==> config.mk <==
export PLATFORM = sky130hd
export DESIGN_NAME = openram_march_bist_flat
export DESIGN_NICKNAME = d
export VERILOG_FILES = /design/src/rtl/openram_march_bist_if.sv /design/src/rtl/openram_march_bist.sv /design/src/flat_wrapper.sv
export SDC_FILE = /design/constraint.sdc
export NUM_CORES = 1
export LEC_CHECK = 0
export CORE_ASPECT_RATIO = 0.5
export CORE_MARGIN = 1.5
export CORE_UTILIZATION = 35
export CTS_CLUSTER_DIAMETER = 150
export CTS_CLUSTER_SIZE = 40
export DETAILED_ROUTE_END_ITERATION = 8
export SLEW_MARGIN = 20
export SYNTH_ARGS = -nofsm -noshare
export SYNTH_HDL_FRONTEND = slang
export SYNTH_SLANG_ARGS = --single-unit
==> constraint.sdc <==
create_clock -name clk -period 6.19 [get_ports clk]
set_input_delay 0.619 -clock clk [delete_from_list [all_inputs] [get_ports clk]]
set_output_delay 0.619 -clock clk [all_outputs]
set_load 0.01 [all_outputs]
==> src/rtl/openram_march_bist_if.sv <==
`default_nettype none
// ============================================================================
// Module   : openram_march_bist_if
// Brief    : Shared SRAM port-0 bus between the BIST engine and the macros.
// Revision : 1.0 - initial release
// ============================================================================
interface openram_march_bist_if #(
    parameter int ADDR_WIDTH  = 16,
    parameter int DATA_WIDTH  = 32,
    parameter int WMASK_WIDTH = 4,
    parameter int MAX_CHIPS   = 16
) ();
    logic [ADDR_WIDTH-1:0]  addr0;
    logic [DATA_WIDTH-1:0]  din0;
    logic                   web0;
    logic [WMASK_WIDTH-1:0] wmask0;
    logic [MAX_CHIPS-1:0]   csb0;
    logic [DATA_WIDTH-1:0]  dout0;

    modport master (output addr0, din0, web0, wmask0, csb0, input dout0);
    modport slave  (input addr0, din0, web0, wmask0, csb0, output dout0);
endinterface
`default_nettype wire

==> src/rtl/openram_march_bist.sv <==
`default_nettype none
// ============================================================================
// Module   : openram_march_bist
// Brief    : March C- self-test engine driving SRAM port 0 of one selected macro.
// Revision : 1.0 - initial release
// ============================================================================
module openram_march_bist #(
    parameter int ADDR_WIDTH  = 16,
    parameter int DATA_WIDTH  = 32,
    parameter int WMASK_WIDTH = 4,
    parameter int MAX_CHIPS   = 16,
    parameter int NUM_WORDS   = 1024,
    parameter int RD_LAT      = 1
) (
    input  logic                  clk,
    input  logic                  reset,
    input  logic                  start,
    input  logic [3:0]            chip_sel,
    openram_march_bist_if.master  sram,
    output logic                  busy,
    output logic                  done,
    output logic                  pass,
    output logic [15:0]           err_count,
    output logic [ADDR_WIDTH-1:0] fail_addr,
    output logic [DATA_WIDTH-1:0] fail_data,
    output logic [2:0]            fail_elem
);
    typedef enum logic [1:0] {
        S_IDLE  = 2'd0,
        S_RUN   = 2'd1,
        S_DRAIN = 2'd2,
        S_DONE  = 2'd3
    } state_t;

    localparam logic [ADDR_WIDTH-1:0] LAST_ADDR  = ADDR_WIDTH'(NUM_WORDS - 1);
    localparam logic [1:0]            DRAIN_LAST = 2'(RD_LAT - 1);
    localparam logic [MAX_CHIPS-1:0]  CS_ONE     = MAX_CHIPS'(1);

    // Elements 3 and 4 walk downwards; elements 1..4 are read/write pairs.
    function automatic logic elem_down(input logic [2:0] e);
        return (e == 3'd3) || (e == 3'd4);
    endfunction
    function automatic logic elem_pair(input logic [2:0] e);
        return (e >= 3'd1) && (e <= 3'd4);
    endfunction

    state_t                  state_q, state_d;
    logic [2:0]              elem_q, elem_d;
    logic                    phase_q, phase_d;
    logic [3:0]              sel_q, sel_d;
    logic [1:0]              drain_q, drain_d;
    logic [ADDR_WIDTH-1:0]   addr0_q, addr0_d;
    logic [DATA_WIDTH-1:0]   din0_q, din0_d;
    logic                    web0_q, web0_d;
    logic [WMASK_WIDTH-1:0]  wmask0_q, wmask0_d;
    logic [MAX_CHIPS-1:0]    csb0_q, csb0_d;
    logic                    busy_q, busy_d;
    logic                    done_q, done_d;
    logic                    pass_q, pass_d;
    logic [15:0]             err_q, err_d;
    logic [ADDR_WIDTH-1:0]   fail_addr_q, fail_addr_d;
    logic [DATA_WIDTH-1:0]   fail_data_q, fail_data_d;
    logic [2:0]              fail_elem_q, fail_elem_d;
    logic                    op_write;

    // Compare pipe: valid, address, element and expected word of each read.
    logic                    pv_q [RD_LAT];
    logic                    pv_d [RD_LAT];
    logic [ADDR_WIDTH-1:0]   pa_q [RD_LAT];
    logic [ADDR_WIDTH-1:0]   pa_d [RD_LAT];
    logic [2:0]              pe_q [RD_LAT];
    logic [2:0]              pe_d [RD_LAT];
    logic [DATA_WIDTH-1:0]   px_q [RD_LAT];
    logic [DATA_WIDTH-1:0]   px_d [RD_LAT];

    always_comb begin
        state_d     = state_q;
        elem_d      = elem_q;
        phase_d     = phase_q;
        sel_d       = sel_q;
        drain_d     = drain_q;
        addr0_d     = addr0_q;
        din0_d      = din0_q;
        web0_d      = 1'b1;
        wmask0_d    = '0;
        csb0_d      = '1;
        err_d       = err_q;
        fail_addr_d = fail_addr_q;
        fail_data_d = fail_data_q;
        fail_elem_d = fail_elem_q;

        for (int i = RD_LAT - 1; i > 0; i--) begin
            pv_d[i] = pv_q[i-1];
            pa_d[i] = pa_q[i-1];
            pe_d[i] = pe_q[i-1];
            px_d[i] = px_q[i-1];
        end
        // The op currently on the bus enters the pipe; phase 0 of any non-E0 element is a read.
        pv_d[0] = (state_q == S_RUN) && (elem_q != 3'd0) && !phase_q;
        pa_d[0] = addr0_q;
        pe_d[0] = elem_q;
        px_d[0] = {DATA_WIDTH{(elem_q == 3'd2) || (elem_q == 3'd4)}};

        if (pv_q[RD_LAT-1] && (sram.dout0 != px_q[RD_LAT-1])) begin
            if (err_q != 16'hFFFF) begin
                err_d = err_q + 16'd1;
            end
            if (err_q == 16'd0) begin
                fail_addr_d = pa_q[RD_LAT-1];
                fail_data_d = sram.dout0;
                fail_elem_d = pe_q[RD_LAT-1];
            end
        end

        case (state_q)
            S_IDLE, S_DONE: begin
                if (start) begin
                    state_d     = S_RUN;
                    elem_d      = 3'd0;
                    phase_d     = 1'b0;
                    addr0_d     = '0;
                    sel_d       = chip_sel;
                    err_d       = '0;
                    fail_addr_d = '0;
                    fail_data_d = '0;
                    fail_elem_d = '0;
                end
            end
            S_RUN: begin
                if (elem_pair(elem_q) && !phase_q) begin
                    phase_d = 1'b1;
                end else begin
                    phase_d = 1'b0;
                    if (addr0_q == (elem_down(elem_q) ? '0 : LAST_ADDR)) begin
                        if (elem_q == 3'd5) begin
                            state_d = S_DRAIN;
                            drain_d = 2'd0;
                        end else begin
                            elem_d  = elem_q + 3'd1;
                            addr0_d = elem_down(elem_q + 3'd1) ? LAST_ADDR : '0;
                        end
                    end else begin
                        addr0_d = elem_down(elem_q) ? addr0_q - ADDR_WIDTH'(1)
                                                    : addr0_q + ADDR_WIDTH'(1);
                    end
                end
            end
            S_DRAIN: begin
                if (drain_q == DRAIN_LAST) begin
                    state_d = S_DONE;
                end else begin
                    drain_d = drain_q + 2'd1;
                end
            end
            default: state_d = S_IDLE;
        endcase

        // Bus registers are loaded from the next sequencer state so they stay aligned with it.
        op_write = (elem_d == 3'd0) || (elem_pair(elem_d) && phase_d);
        if (state_d == S_RUN) begin
            csb0_d = ~(CS_ONE << sel_d);
            web0_d = !op_write;
            if (op_write) begin
                wmask0_d = '1;
                din0_d   = {DATA_WIDTH{(elem_d == 3'd1) || (elem_d == 3'd3)}};
            end
        end
        busy_d = (state_d == S_RUN) || (state_d == S_DRAIN);
        done_d = (state_d == S_DONE);
        pass_d = (state_d == S_DONE) && (err_d == 16'd0);
    end

    always_ff @(posedge clk) begin
        if (reset) begin
            state_q     <= S_IDLE;
            elem_q      <= '0;
            phase_q     <= 1'b0;
            sel_q       <= '0;
            drain_q     <= '0;
            addr0_q     <= '0;
            din0_q      <= '0;
            web0_q      <= 1'b1;
            wmask0_q    <= '0;
            csb0_q      <= '1;
            busy_q      <= 1'b0;
            done_q      <= 1'b0;
            pass_q      <= 1'b0;
            err_q       <= '0;
            fail_addr_q <= '0;
            fail_data_q <= '0;
            fail_elem_q <= '0;
            for (int i = 0; i < RD_LAT; i++) begin
                pv_q[i] <= 1'b0;
                pa_q[i] <= '0;
                pe_q[i] <= '0;
                px_q[i] <= '0;
            end
        end else begin
            state_q     <= state_d;
            elem_q      <= elem_d;
            phase_q     <= phase_d;
            sel_q       <= sel_d;
            drain_q     <= drain_d;
            addr0_q     <= addr0_d;
            din0_q      <= din0_d;
            web0_q      <= web0_d;
            wmask0_q    <= wmask0_d;
            csb0_q      <= csb0_d;
            busy_q      <= busy_d;
            done_q      <= done_d;
            pass_q      <= pass_d;
            err_q       <= err_d;
            fail_addr_q <= fail_addr_d;
            fail_data_q <= fail_data_d;
            fail_elem_q <= fail_elem_d;
            pv_q        <= pv_d;
            pa_q        <= pa_d;
            pe_q        <= pe_d;
            px_q        <= px_d;
        end
    end

    assign sram.addr0  = addr0_q;
    assign sram.din0   = din0_q;
    assign sram.web0   = web0_q;
    assign sram.wmask0 = wmask0_q;
    assign sram.csb0   = csb0_q;
    assign busy        = busy_q;
    assign done        = done_q;
    assign pass        = pass_q;
    assign err_count   = err_q;
    assign fail_addr   = fail_addr_q;
    assign fail_data   = fail_data_q;
    assign fail_elem   = fail_elem_q;
endmodule
`default_nettype wire

==> src/flat_wrapper.sv <==
// flat-port wrapper written by rule: the top's interface ports become plain ports
module openram_march_bist_flat 
#(
    parameter int ADDR_WIDTH  = 16,
    parameter int DATA_WIDTH  = 32,
    parameter int WMASK_WIDTH = 4,
    parameter int MAX_CHIPS   = 16,
    parameter int NUM_WORDS   = 1024,
    parameter int RD_LAT      = 1
)
  (clk, reset, start, chip_sel, busy, done, pass, err_count, fail_addr, fail_data, fail_elem, sram_addr0, sram_din0, sram_web0, sram_wmask0, sram_csb0, sram_dout0);
  openram_march_bist_if #(.ADDR_WIDTH(ADDR_WIDTH), .DATA_WIDTH(DATA_WIDTH), .WMASK_WIDTH(WMASK_WIDTH), .MAX_CHIPS(MAX_CHIPS)) sram_i ();
  input  logic clk;
  input  logic reset;
  input  logic start;
  input  logic [3:0] chip_sel;
  output logic busy;
  output logic done;
  output logic pass;
  output logic [15:0] err_count;
  output logic [ADDR_WIDTH-1:0] fail_addr;
  output logic [DATA_WIDTH-1:0] fail_data;
  output logic [2:0] fail_elem;
  output wire logic [$bits(sram_i.addr0)-1:0] sram_addr0;
  output wire logic [$bits(sram_i.din0)-1:0] sram_din0;
  output wire logic [$bits(sram_i.web0)-1:0] sram_web0;
  output wire logic [$bits(sram_i.wmask0)-1:0] sram_wmask0;
  output wire logic [$bits(sram_i.csb0)-1:0] sram_csb0;
  input wire logic [$bits(sram_i.dout0)-1:0] sram_dout0;
  assign sram_addr0 = sram_i.addr0;
  assign sram_din0 = sram_i.din0;
  assign sram_web0 = sram_i.web0;
  assign sram_wmask0 = sram_i.wmask0;
  assign sram_csb0 = sram_i.csb0;
  assign sram_i.dout0 = sram_dout0;
  openram_march_bist #(.ADDR_WIDTH(ADDR_WIDTH), .DATA_WIDTH(DATA_WIDTH), .WMASK_WIDTH(WMASK_WIDTH), .MAX_CHIPS(MAX_CHIPS), .NUM_WORDS(NUM_WORDS), .RD_LAT(RD_LAT)) u_core (.clk(clk), .reset(reset), .start(start), .chip_sel(chip_sel), .sram(sram_i), .busy(busy), .done(done), .pass(pass), .err_count(err_count), .fail_addr(fail_addr), .fail_data(fail_data), .fail_elem(fail_elem));
endmodule
==> results_dict.tcl <==
set metrics [dict create \
    layout_commonest_cell "clkdlybuf4s50_1" \
    drv_slew 0 \
    core_um2 18600 \
    cp-start-kind "flip-flop" \
    syn_to_final_growth_pct 34.8 \
    multi_input_area_um2 3410 \
    postCtsHoldBufs 0 \
    ant_nets 0 \
    relSlewSlack_pct 37.6 \
    nNetsFinal 1014 \
    grt_usage_pct 18.2 \
    place.gp.congestion 0.907 \
    clock_path_buffers 2 \
    fin_cells 1220 \
    finalPower_uw 2040 \
    first_iter_violations 269 \
    synthCells 819 \
    critPathArrivalTime_ns 4.74 \
    clk_latency_ns 0.42 \
    cts_inserted_buffers 17 \
    grt_pass1_wl_mm 28.7 \
    critical_path_class "flip-flop to flip-flop" \
    ios 178 \
    critical_path_buf_inv_count 1 \
    post-place-cells 1188 \
    worst_pin_slew_ns 0.934 \
    design.die.area_um2 20000 \
    irDropWorstVdd_uv 149 \
    drt_first_pass_iters 5 \
    cts_htree_levels 4 \
    end_kind "flip-flop" \
    synthArstFlopShare_pct 0 \
    period_minus_slack_ns 4.43 \
    via_per_inst 4.94 \
    crit_path_frequent_cell "ha_1" \
    syn_avg_cell_area_um2 8.17 \
    hold_violations 0 \
    synth_area_um2 6690 \
    wl_per_cell_um 14.9 \
    max_freq_ghz 0.226 \
    synth-warning-count 0 \
    hold_path_class "flip-flop to flip-flop" \
    ctsResizeCount 0 \
    grt_pass1_vias 5554 \
    crit_required_ns 6.50 \
    period_share_pct 71.6 \
    crit_fanout 19 \
    setup_viol 0 \
    crit_family "simple AND/OR/NAND/NOR gates" \
    wirelength_mm 18.2 \
    critical_path.max_stage_delay_ns 0.65 \
    initial_core_util_pct 36.0 \
    hpwl_mm 13.0 \
    antenna_found_initial 0 \
    grt_overflow 0 \
    final_cell_mix "176 x clkdlybuf4s50_1, 152 x nand2_1, 138 x dfxtp_1" \
    vias 6021 \
    die_w_um 199 \
    n_antenna_cell 0 \
    fin_worst_skew_ns 0.0150 \
    seqCellArea_um2 2760 \
    yosys_register_bits 138 \
    drive_gt1_share_pct 6.24 \
    cap_viol_max_count 0 \
    cts_tree "done" \
    drt_drc_violations_left 0 \
    status "finished clean" \
    rsz0062_at_grt "false" \
    slowest_stage "o21ai_2" \
    p_leak_uw 0.00315 \
    ys_seq_area_share_pct 41.3 \
    tns_ns 0 \
    synth_ff_type "dfxtp_1" \
    holdWs_ns 0.439 \
    core.rowCount 35 \
    fp.dieH_um 101 \
    postCtsSetupRepairBufs 0 \
    crit_chain "ha_1 > inv_1 > o21ai_2 > ha_1 > or4b_4 > nor4_4 > nand2_2 > nor3_1 > nor2b_1 > o22ai_1 > a22oi_1 > ha_1 > o211a_1 > a2111oi_2" \
    clock-root-buffer "clkbuf_16" \
    n_fill_cell 1840 \
    port_buffers 177 \
    synth.net_count 885 \
    synth_edf_count 0 \
    synth.distinct_cells 73 \
    cts.clk_slew.worst_paths_ns 0.07 \
    fin_util_pct 48.6 \
    power-per-cell-area_nw_per_um2 226 \
    cts.sinks 138 \
    grt_start_max_net_pins 52 \
]
path summary, 6_finish.rpt:
path                                       start  slack [ns]  depth (start not counted)             endpoint
worst min register to register    u_core.pa_q[9]        0.44                          2  u_core.fail_addr[9]
worst max register to register  u_core.elem_q[1]        1.76                         14  u_core.sram.din0[0]
worst min-delay path              u_core.pa_q[9]        0.44                          2  u_core.fail_addr[9]
worst max-delay path            u_core.elem_q[1]        1.76                         14  u_core.sram.din0[0]
power by group:
part	switching (µW)	total, µW	leakage (µW)	internal, µW
Sequential	5.47	902	0.00111	896
Combinational	68.8	123	0.00176	54.7
Clock	430	1020	0.000279	585
Total	504	2040	0.00315	1540
per-layer routing:
layer  vias up  wire, µm  GRT usage, %
met3        13       707          3.58
li1       3070         -             -
met5         -         0             0
met4         0       166          5.13
met2       129      8350          29.2
met1      2809      8950          25.0
registers in the layout, summed over array words and instances (netlist names), 3 cells and up:
name               flops
u_core.elem_q          3
u_core.err_count      16
u_core.fail_addr      16
u_core.fail_data      32
u_core.fail_elem       3
u_core.pa_q           16
u_core.pe_q            3
u_core.sel_q           4
u_core.sram.addr0     16
u_core.sram.csb0      16
metrics by stage:
step | instance area [µm²] | setup slack (ns)
6_report | 9020 | 1.76
5_1_grt | 9020 | 1.31
3_3_place_gp | 8410 | 2.01
3_5_place_dp | 8430 | 1.81
2_1_floorplan | 6690 | 2.53
4_1_cts | 9020 | 1.76
worst reg2reg max path, cell delays in order (launching register included):
cell       delay [ns]
dfxtp_1          0.45
ha_1             0.30
inv_1            0.07
o21ai_2          0.65
ha_1             0.32
or4b_4           0.50
nor4_4           0.34
nand2_2          0.19
nor3_1           0.35
nor2b_1          0.15
o22ai_1          0.18
a22oi_1          0.15
ha_1             0.27
o211a_1          0.13
a2111oi_2        0.28
final cells by class:
| type | count | area share [%] |
|---|---|---|
| clock buffer | 19 | 5.02 |
| clock inverter | 13 | 1.48 |
| inverter | 31 | 1.29 |
| multi-input combinational | 578 | 37.8 |
| sequential | 138 | 30.6 |
| tap | 259 | 3.59 |
| timing repair buffer | 182 | 20.1 |
Yosys cell counts (all sizes together), types with 4 or more instances:
master	number	area [µm²]
a21o	8	60.1
nand4	12	90.1
nand3	25	125
xnor2	13	114
nand2b	9	56.3
nor2b	18	113
or3	12	75.1
nor4	11	83.8
a21oi	78	394
a211oi	4	30.0
and2	4	25.0
mux2i	7	70.1
o32ai	7	61.3
nor3	22	110
inv	31	116
ha	26	325
nor2	60	225
o21ai	25	129
clkbuf	32	120
or4	7	52.6
dfxtp	138	2760
xor2	7	61.3
buf	40	292
nand2	153	577
cell families (layout without fill, tap and decap cells):
group	after synthesis	in the layout	synth area share, %
multiplexers	7	7	1.05
adder cells (fa/ha/maj)	27	27	5.16
buffers and inverters	103	245	7.89
XOR/XNOR	20	20	2.62
AO/OA/AOI/OAI	166	166	15.9
AND/OR/NAND/NOR	358	358	26.1
flip-flops	138	138	41.3
(Power assumes the default switching activity.)
